`config.mk`:
```
export PLATFORM = sky130hd
export DESIGN_NAME = mux_nch_reg
export DESIGN_NICKNAME = d
export VERILOG_FILES = /design/src/rtl/mux_nch_reg.sv
export SDC_FILE = /design/constraint.sdc
export NUM_CORES = 1
export LEC_CHECK = 0
export ABC_AREA = 1
export BUFFER_PORTS_ARGS = -buffer_cell sky130_fd_sc_hd__clkbuf_2
export CAP_MARGIN = 10
export CORE_MARGIN = 5
export CORE_UTILIZATION = 45
export DETAILED_ROUTE_END_ITERATION = 12
export PLACE_DENSITY = 0.78
export SLEW_MARGIN = 20
export SYNTH_ARGS = -nofsm -noshare
export SYNTH_HDL_FRONTEND = slang
export SYNTH_SLANG_ARGS = --single-unit
```
`constraint.sdc`:
```
create_clock -name clk -period 1.4 [get_ports clk]
set_input_delay 0.14 -clock clk [delete_from_list [all_inputs] [get_ports clk]]
set_output_delay 0.14 -clock clk [all_outputs]
set_load 0.005 [all_outputs]
```
`src/rtl/mux_nch_reg.sv`:
```
// Registered N-channel mux with valid/ready output and auto-scan.
// Ports: clk, rst_n, in_data/in_valid, sel, mode, dwell, out_*, sel_err.
module mux_nch_reg #(
  parameter int N = 8,
  parameter int WIDTH = 1,
  parameter int DWELL_W = 8,
  localparam int SEL_W = $clog2(N)
) (
  input  logic               clk,
  input  logic               rst_n,
  input  logic [N*WIDTH-1:0] in_data,
  input  logic [N-1:0]       in_valid,
  input  logic [SEL_W-1:0]   sel,
  input  logic               mode,
  input  logic [DWELL_W-1:0] dwell,
  output logic [WIDTH-1:0]   out_data,
  output logic [SEL_W-1:0]   out_ch,
  output logic               out_valid,
  input  logic               out_ready,
  output logic               sel_err
);

  localparam logic [SEL_W:0] N_EXT =
    (SEL_W+1)'(N);
  localparam logic [SEL_W-1:0] LAST =
    SEL_W'(N-1);

  logic [SEL_W-1:0]   ptr;
  logic [DWELL_W-1:0] cnt;
  logic [SEL_W-1:0]   cur;
  logic               cur_ok;
  logic               sel_ok;
  logic [WIDTH-1:0]   cur_data;
  logic               cur_vld;
  logic               stall;
  logic               load;

  // Decoded one-hot pick keeps out-of-range
  // indices (non power-of-two N) harmless.
  always_comb begin
    cur      = mode ? ptr : sel;
    cur_ok   = {1'b0, cur} < N_EXT;
    sel_ok   = {1'b0, sel} < N_EXT;
    cur_data = '0;
    cur_vld  = 1'b0;
    for (int k = 0; k < N; k++) begin
      if (cur == SEL_W'(k)) begin
        cur_data = in_data[k*WIDTH +: WIDTH];
        cur_vld  = in_valid[k];
      end
    end
    stall = out_valid & ~out_ready;
    load  = ~stall & cur_ok & cur_vld;
  end

  always_ff @(posedge clk or negedge rst_n) begin
    if (!rst_n) begin
      out_data  <= '0;
      out_ch    <= '0;
      out_valid <= 1'b0;
    end else if (!stall) begin
      out_valid <= load;
      if (load) begin
        out_data <= cur_data;
        out_ch   <= cur;
      end
    end
  end

  // Direct mode keeps ptr on sel so a switch
  // to scan starts there with a full window.
  always_ff @(posedge clk or negedge rst_n) begin
    if (!rst_n) begin
      ptr     <= '0;
      cnt     <= '0;
      sel_err <= 1'b0;
    end else if (!mode) begin
      cnt     <= '0;
      sel_err <= ~sel_ok;
      if (sel_ok)
        ptr <= sel;
    end else begin
      sel_err <= 1'b0;
      if (!stall) begin
        if (cnt == dwell) begin
          cnt <= '0;
          ptr <= (ptr == LAST) ? '0 : ptr + 1'b1;
        end else begin
          cnt <= cnt + 1'b1;
        end
      end
    end
  end

endmodule
```
==> results.toml, run 1 <==
[clock_tree]
h-tree-depth = 1
path_clk_slew_ns = 0.09
cts_tree = "built"
cts-buffers-inserted = 3
cts_sinks = 16
worstSkewPairLatency_ns = 0.28
clk_path_buf_depth = 2
cts-root-buf = "clkbuf_4"

[grt]
grt_pass1_vias = 1203
grt_pass1_wl_um = 4690
grt-ovfl-total = 0
grt_antenna_before_repair = 0
grt_max_degree = 17
grt_use_total_pct = 16.2

[drt]
drc = 0
initialDrtViolationCount = 47
m1WireLength_um = 1170
dr.pass1.iters = 4
ant_nets = 0
avgViaCountPerCell = 4.88
wl_per_cell_um = 11.0
wl_met3_um = 148
num_vias = 1225
dr_wl_met2_um = 1390
wirelength_um = 2760
routed.top_layer = "met4"

[setup_path]
cp-start-kind = "flip-flop"
crit_arrival_ns = 1.73
path_buf_inv = 1
crit_family = "simple AND/OR/NAND/NOR gates"
required_ns = 1.61
worstSetupEndpointType = "flip-flop"
cp_slowest_cell = "dfrtp_1"
slowest_delay_ns = 0.40
crit_fanout = 6
crit_chain = "xnor2_1 -> nand3_1 -> nor3_2 -> nand3_2 -> o21ai_4 -> buf_6 -> nor2_1 -> a21oi_1"
critPathKind = "flip-flop to flip-flop"

[timing]
rsz0062_at_grt = "true"
hold_violations = 0
post-route-period-util_pct = 109
setup_violations = 14
period_minus_slack_ns = 1.52
slew_viol_final = 0
setup_ws_ns = -0.121
fmaxAchievable_ghz = 0.658
finClkSkew_ns = 0.000853
fin_tns_setup_ns = -1.14

[finish]
area_delta_synth_final_pct = 40.5
num_antenna_cells = 0
layout-drive-gt1-share_pct = 43.4
final_nets = 256
final_common_cell = "clkbuf_2"
fillers = 227
post-route-cell-area_um2 = 1670
final_cell_mix = "35 x clkbuf_2, 34 x nand2_1, 22 x buf_4"

[pwr]
peakVddDrop_v = 0.000743
p_total_w = 0.00160
leakagePower_nw = 0.873
seq_power_share_pct = 39.3
combPwrFrac_pct = 41.8
power_density_nw_per_um2 = 958
clock_power_share_pct = 18.9
power.switching_w = 0.000568
intPower_w = 0.00103
p_sw_share_pct = 35.6

[floorplan]
io_pins = 37
initial_core_util_pct = 47.4
core_um2 = 2500
die_h_um = 61.3
row_count = 18
die_w_um = 61.3
dieArea_um2 = 3760

[synth]
synth_seq_area_share_pct = 33.8
synth-simple-area-share_pct = 44.9
synthMuxAreaShare_pct = 0
synth_adder_area_share_pct = 3.17
synthXorXnorAreaFrac_pct = 2.96
netlist_area_um2 = 1180
synth_compound_area_share_pct = 6.02
syn_inst = 160
synth_nets = 194
yosys_warnings = 0
synth_cell_type_count = 26
ys_ff_latch = 16
synth_area_per_cell_um2 = 7.41
synth_top_family_by_area = "simple AND/OR/NAND/NOR gates"

[placement]
gp_congestion = 0.804
io_buffer_count = 35
hpwl_um = 2190
dpl_cell_area_um2 = 1530

[hold_path]
worst_hold_path_type = "input port to flip-flop"

[outcome]
violations = "setup timing"
status = "finished, violations left"

[run]
drv_cap = 0
[through the flow]
| stage | std cells | worst slack [ns] | util (%) | hold slack (ns) |
|---|---|---|---|---|
| 4_1_cts | 249 | -0.134 | 64.5 | 0.202 |
| 3_3_place_gp | 242 | -0.0925 | 61.1 | 0.0905 |
| 5_1_grt | 251 | -0.210 | 66.6 | 0.250 |
| 2_1_floorplan | 160 | 0.00363 | - | -0.156 |
| 6_report | 251 | -0.121 | 66.6 | 0.203 |
| 3_5_place_dp | 242 | -0.136 | 61.1 | 0.0868 |
[worst register-to-register path: cells and delay by family, from the launching register on]
kind                      cells  cell delay, ns
xor gates and xnor gates      1            0.15
DFF                           1            0.40
and+or+nand+nor               4            0.49
buffers and inverters         1            0.13
AOI/OAI and AO/OA             2            0.28
[per-layer routing]
| metal | global-route usage [%] | vias up |
|---|---|---|
| met2 | 28.2 | 36 |
| met4 | 7.74 | 0 |
| met1 | 20.1 | 547 |
| li1 | - | 638 |
| met3 | 1.47 | 4 |
| met5 | 0 | - |
[cells by family after synthesis]
group,count (synthesis)
other,1
AO/OA/AOI/OAI,13
adder cells (fa/ha/maj),3
flip-flops,16
buffers and inverters,24
XOR/XNOR,4
AND/OR/NAND/NOR,99
[cells in the mapped netlist (all sizes together)]
library cell,number,share of area (%)
ha,3,3.2
conb,1,0.32
o21a,1,0.63
a21oi,6,2.5
nor3,7,3.4
nand4,8,5.5
nor2,17,7.1
dfrtp,16,34
inv,21,6.7
nand3,15,6.8
xnor2,4,3.0
nand2,46,19
buf,3,2.2
or2,2,1.1
nor3b,4,2.5
o21ai,6,2.9
[final cells by class]
cell class | instances | area [um^2] | area share [%]
repair buffers | 59 | 362 | 21.7
multi-input cells | 121 | 749 | 45.0
well taps | 30 | 37.5 | 2.25
inverters | 21 | 78.8 | 4.73
flip-flops and latches | 16 | 402 | 24.1
clock buffers | 4 | 36.3 | 2.18
[worst paths after layout]
kind                            start       end  slack [ns]  depth (start not counted)
max                            cnt[7]    ptr[1]       -0.12                          8
min                        in_data[6]  out_data        0.20                          5
max reg2reg                    cnt[7]    ptr[1]       -0.12                          8
min reg2reg                  out_data  out_data        0.49                          2
max in group asynchronous       rst_n    ptr[0]        0.78                          2
min in group asynchronous       rst_n    cnt[6]        0.31                          2
[what timing repair did]
item	in CTS	in global routing
gates resized for setup	7	18
hold buffers	1	0
hold endpoints to repair	16	0
pin swaps	5	6
setup buffers	2	1
gates cloned	0	1
endpoints found under the setup margin	14	15
[registers in the layout, indices dropped and copies added, names as in the netlist]
register	count
cnt	8
out_data	1
out_ch	3
out_valid	1
ptr	3
[power groups by stage]
stage | registers, W | clock network [W] | logic (W)
2_1_floorplan | 0.000627 | 0 | 0.000334
3_3_place_gp | 0.000621 | 0 | 0.000603
3_5_place_dp | 0.000622 | 0 | 0.000611
4_1_cts | 0.000618 | 0.000311 | 0.000631
5_1_grt | 0.000645 | 0.000330 | 0.000757
6_report | 0.000627 | 0.000302 | 0.000667
Power figures use the tool's default switching activity.
==> run 2, diff against run 1 <==
Settings changed: GPL_TIMING_DRIVEN set to 0, TNS_END_PERCENT set to 20.
Clock period 1.4 ns to 1.3 ns, I/O delays scaled along.
==> results.toml, run 2 (synthesis gave the netlist of run 1 again) <==
[outcome]
status = "finished, violations left"
violations = "setup timing"

[drt]
initialDrtViolationCount = 36
avgViaCountPerCell = 5.07
wirelength_um = 2810
drc = 0
num_vias = 1196
ant_nets = 0
dr.pass1.iters = 4
wl_per_cell_um = 11.9

[clock_tree]
h-tree-depth = 1
cts-buffers-inserted = 3
cts_tree = "built"
clk_path_buf_depth = 2
path_clk_slew_ns = 0.09
worstSkewPairLatency_ns = 0.27
cts_sinks = 16
cts-root-buf = "clkbuf_4"

[placement]
gp_congestion = 0.799
dpl_cell_area_um2 = 1410
io_buffer_count = 35
hpwl_um = 2220

[setup_path]
crit_family = "simple AND/OR/NAND/NOR gates"
slowest_delay_ns = 0.40
cp-start-kind = "flip-flop"
path_buf_inv = 1
worstSetupEndpointType = "flip-flop"
cp_slowest_cell = "dfrtp_1"
crit_chain = "xnor2_1 -> nand3_1 -> nor3_2 -> nand3_2 -> o21ai_4 -> buf_6 -> nand2_1 -> o21ai_1"
required_ns = 1.51
crit_fanout = 5
crit_arrival_ns = 1.72
critPathKind = "flip-flop to flip-flop"

[finish]
final_cell_mix = "38 x nand2_1, 35 x clkbuf_2, 18 x inv_1"
post-route-cell-area_um2 = 1530
layout-drive-gt1-share_pct = 35.4
largest_registers = "cnt: 8 flops, out_ch: 3 flops, ptr: 3 flops"
final_nets = 242
largest_register = "cnt"
num_antenna_cells = 0
area_delta_synth_final_pct = 29.1
final_common_cell = "nand2_1"
largest_register_ffs = 8

[grt]
grt_pass1_vias = 1152
grt_use_total_pct = 17.0
grt-ovfl-total = 0
grt_max_degree = 17
grt_pass1_wl_um = 4800
grt_antenna_before_repair = 0

[timing]
slew_viol_final = 0
fmaxAchievable_ghz = 0.663
setup_ws_ns = -0.208
period_minus_slack_ns = 1.51
finClkSkew_ns = 0.00180
hold_violations = 0
hold_slack_ns = 0.206
rsz0062_at_grt = "true"
post-route-period-util_pct = 116
setup_violations = 16

[run]
drv_cap = 0

[floorplan]
dieArea_um2 = 3760
die_w_um = 61.3
io_pins = 37
row_count = 18
die_h_um = 61.3
core_um2 = 2500
initial_core_util_pct = 47.4

[pwr]
power_density_nw_per_um2 = 1010
peakVddDrop_v = 0.000768
leakagePower_nw = 0.804

[hold_path]
worst_hold_path_type = "input port to flip-flop"
run 2: cell count changes in the layout (fill, tap and decap cells not counted), moves of 2 or more:
cell / change
o21ai_0: +2
inv_1: +2
inv_2: -2
buf_6: +2
o21ai_1: -2
buf_4: -15
nand2_1: +4
nand2_2: -4
run 2: what timing repair did:
action | 4_1_cts | 5_1_grt
pin swaps | 3 | 1
gates resized for setup | 7 | 5
setup buffers | 5 | 1
gates cloned | 1 | 0
hold buffers | 1 | 0
hold endpoints to repair | 16 | 0
endpoints found under the setup margin | 14 | 16
run 2: path summary, 6_finish.rpt:
check | startpoint | end | slack, ns | cells after the start
min | in_data[7] | out_data | 0.21 | 5
max reg2reg | cnt[7] | ptr[0] | -0.21 | 8
max in group asynchronous | rst_n | cnt[2] | 0.72 | 2
max | cnt[7] | ptr[0] | -0.21 | 8
min reg2reg | out_data | out_data | 0.48 | 2
min in group asynchronous | rst_n | cnt[5] | 0.30 | 2
run 2: routing by layer:
layer  wire [um]  up-vias  track usage, %
met5           0        -               0
met2        1470       41            31.4
met4          51        0            8.98
met1        1120      543            19.2
met3         178        4            1.47
li1            -      608               -
run 2: stage by stage:
stage               std cells  worst slack [ns]  total power (W)  utilization (%)  setup TNS, ns
floorplan                 160           -0.0704          0.00104                -         -0.680
global placement          225            -0.206          0.00122             56.3          -2.53
detailed placement        225            -0.254          0.00125             56.3          -3.12
CTS                       235            -0.217          0.00154             60.1          -2.63
global route              236            -0.355          0.00167             61.2          -4.87
finish                    236            -0.208          0.00154             61.2          -2.77
run 2: final cells by class:
cell class | instances | area (um^2)
repair buffers | 43 | 241
fillers | 224 | 970
well taps | 30 | 37.5
flip-flops and latches | 16 | 400
multi-input cells | 120 | 719
plain buffers | 3 | 30.0
inverters | 21 | 78.8
clock buffers | 3 | 22.5
run 2: power breakdown:
group          internal [W]  switching (W)  leakage [nW]
clock              0.000107       0.000143        0.0138
sequential         0.000600      0.0000678         0.206
combinational      0.000267       0.000354         0.584
run 2: worst register-to-register path, stage by stage (launching register included):
cell,delay [ns]
dfrtp_1,0.40
xnor2_1,0.14
nand3_1,0.11
nor3_2,0.18
nand3_2,0.13
o21ai_4,0.24
buf_6,0.14
nand2_1,0.04
o21ai_1,0.06
==> run 3, diff against run 2 <==
Settings changed: CORE_ASPECT_RATIO set to 0.5.
==> results.toml, run 3 (synthesis gave the netlist of run 1 again) <==
[drt]
drc = 0
num_vias = 1173
avgViaCountPerCell = 4.81
wirelength_um = 2720
wl_per_cell_um = 11.2
dr.pass1.iters = 4
ant_nets = 0
initialDrtViolationCount = 29

[floorplan]
initial_core_util_pct = 46.4
row_count = 13
core_um2 = 2550
dieArea_um2 = 3820
die_h_um = 46.3
die_w_um = 82.6
io_pins = 37

[hold_path]
holdPathEnd = "out_data"
worst_hold_path_type = "input port to flip-flop"
min_path_cells = 5
hp-start = "in_data[6]"

[placement]
dp.cells = 232
io_buffer_count = 35
place_ws_ns = -0.230
gp_congestion = 0.799
dpl_cell_area_um2 = 1420
hpwl_um = 2030

[grt]
grt_max_degree = 17
grt_antenna_before_repair = 0
grt_pass1_wl_um = 4410
grt_pass1_vias = 1065
grt-ovfl-total = 0
grt_use_total_pct = 15.2

[clock_tree]
path_clk_slew_ns = 0.07
worstSkewPairLatency_ns = 0.26
clk_path_buf_depth = 2
cts-root-buf = "clkbuf_8"
cts_sinks = 16
cts-buffers-inserted = 3
h-tree-depth = 1
cts_tree = "built"

[setup_path]
cp_slowest_cell = "dfrtp_1"
crit_arrival_ns = 1.68
worstRegToRegCells = 8
r2r_end = "cnt[5]"
critPathKind = "flip-flop to flip-flop"
path_buf_inv = 2
cp-start-kind = "flip-flop"
crit_chain = "inv_2 -> or2_4 -> nand3_2 -> nor3_2 -> nand3_2 -> o21ai_4 -> buf_2 -> nor3_1"
crit_family = "simple AND/OR/NAND/NOR gates"
critical_path_depth = 8
worstReg2RegStart = "cnt[6]"
worstSetupEndpointType = "flip-flop"
crit_top_cell = "nand3_2"
required_ns = 1.44
slowest_delay_ns = 0.39
r2r_slack_ns = -0.24
crit_fanout = 5

[finish]
layout-drive-gt1-share_pct = 40.6
fillers = 222
final_cell_mix = "37 x nand2_1, 35 x clkbuf_2, 16 x inv_1"
area_delta_synth_final_pct = 34.3
final_common_cell = "nand2_1"
final_nets = 242
post-route-cell-area_um2 = 1590
num_antenna_cells = 0
fin_util_pct = 62.3
largest_register_ffs = 8
largest_registers = "cnt: 8 flops, out_ch: 3 flops, ptr: 3 flops"
largest_register = "cnt"
stdcell_count = 244

[timing]
fmaxAchievable_ghz = 0.651
post-route-period-util_pct = 118
hold_violations = 0
setup_violations = 16
period_minus_slack_ns = 1.54
finClkSkew_ns = 0.00493
slew_viol_final = 0
setup_ws_ns = -0.237
hold_slack_ns = 0.239
rsz0062_at_grt = "true"

[pwr]
leakagePower_nw = 0.814
peakVddDrop_v = 0.000378
power_density_nw_per_um2 = 1100

[outcome]
status = "finished, violations left"
violations = "setup timing"

[run]
drv_cap = 0
run 3: stage by stage:
stage | setup TNS, ns | power [W]
after floorplan | -0.680 | 0.00104
after global placement | -2.52 | 0.00123
after detailed placement | -2.78 | 0.00124
after CTS | -2.19 | 0.00171
after global routing | -4.38 | 0.00188
final | -3.02 | 0.00174
run 3: routing by layer:
metal	GRT usage [%]	vias up	wire [um]
li1	-	617	-
met1	18.8	517	1230
met2	26.0	33	1270
met3	3.71	6	167
met4	6.19	0	51
met5	0	-	0
run 3: repair_timing:
item | 4_1_cts | 5_1_grt
hold buffers | 1 | 0
hold endpoints to repair | 16 | 0
pin swaps | 4 | 8
endpoints found under the setup margin | 14 | 16
gates cloned | 0 | 2
buffers inserted | 1 | 4
gates resized for setup | 6 | 16
run 3: worst max-delay path by stage:
stage	from	to	slack (ns)
finish	cnt[6]	cnt[5]	-0.24
global route	cnt[6]	cnt[7]	-0.30
CTS	cnt[6]	ptr[0]	-0.19
detailed placement	cnt[0]	ptr[0]	-0.23
global placement	cnt[0]	ptr[0]	-0.21
floorplan	cnt[6]	ptr[0]	-0.07
run 3: worst reg2reg max path: stages (launching register included):
cell and delay [ns]:
dfrtp_1 0.39, inv_2 0.08, or2_4 0.12, nand3_2 0.07, nor3_2 0.19, nand3_2 0.13, o21ai_4 0.21, buf_2 0.18
nor3_1 0.05
run 3: power by group:
group,switching (W),leakage [nW],internal (W)
sequential,0.0000733,0.205,0.000603
clock,0.000183,0.0288,0.000269
combinational,0.000354,0.580,0.000261
run 3: layout make-up:
| cell class | count | area [um^2] | share of cell area (%) |
|---|---|---|---|
| Buffer | 3 | 30.0 | 1.89 |
| Timing Repair Buffer | 42 | 231 | 14.5 |
| Sequential cell | 16 | 402 | 25.2 |
| Multi-Input combinational cell | 121 | 748 | 47.0 |
| Inverter | 21 | 78.8 | 4.95 |
| Tap cell | 37 | 46.3 | 2.91 |
| Clock buffer | 4 | 55.1 | 3.46 |
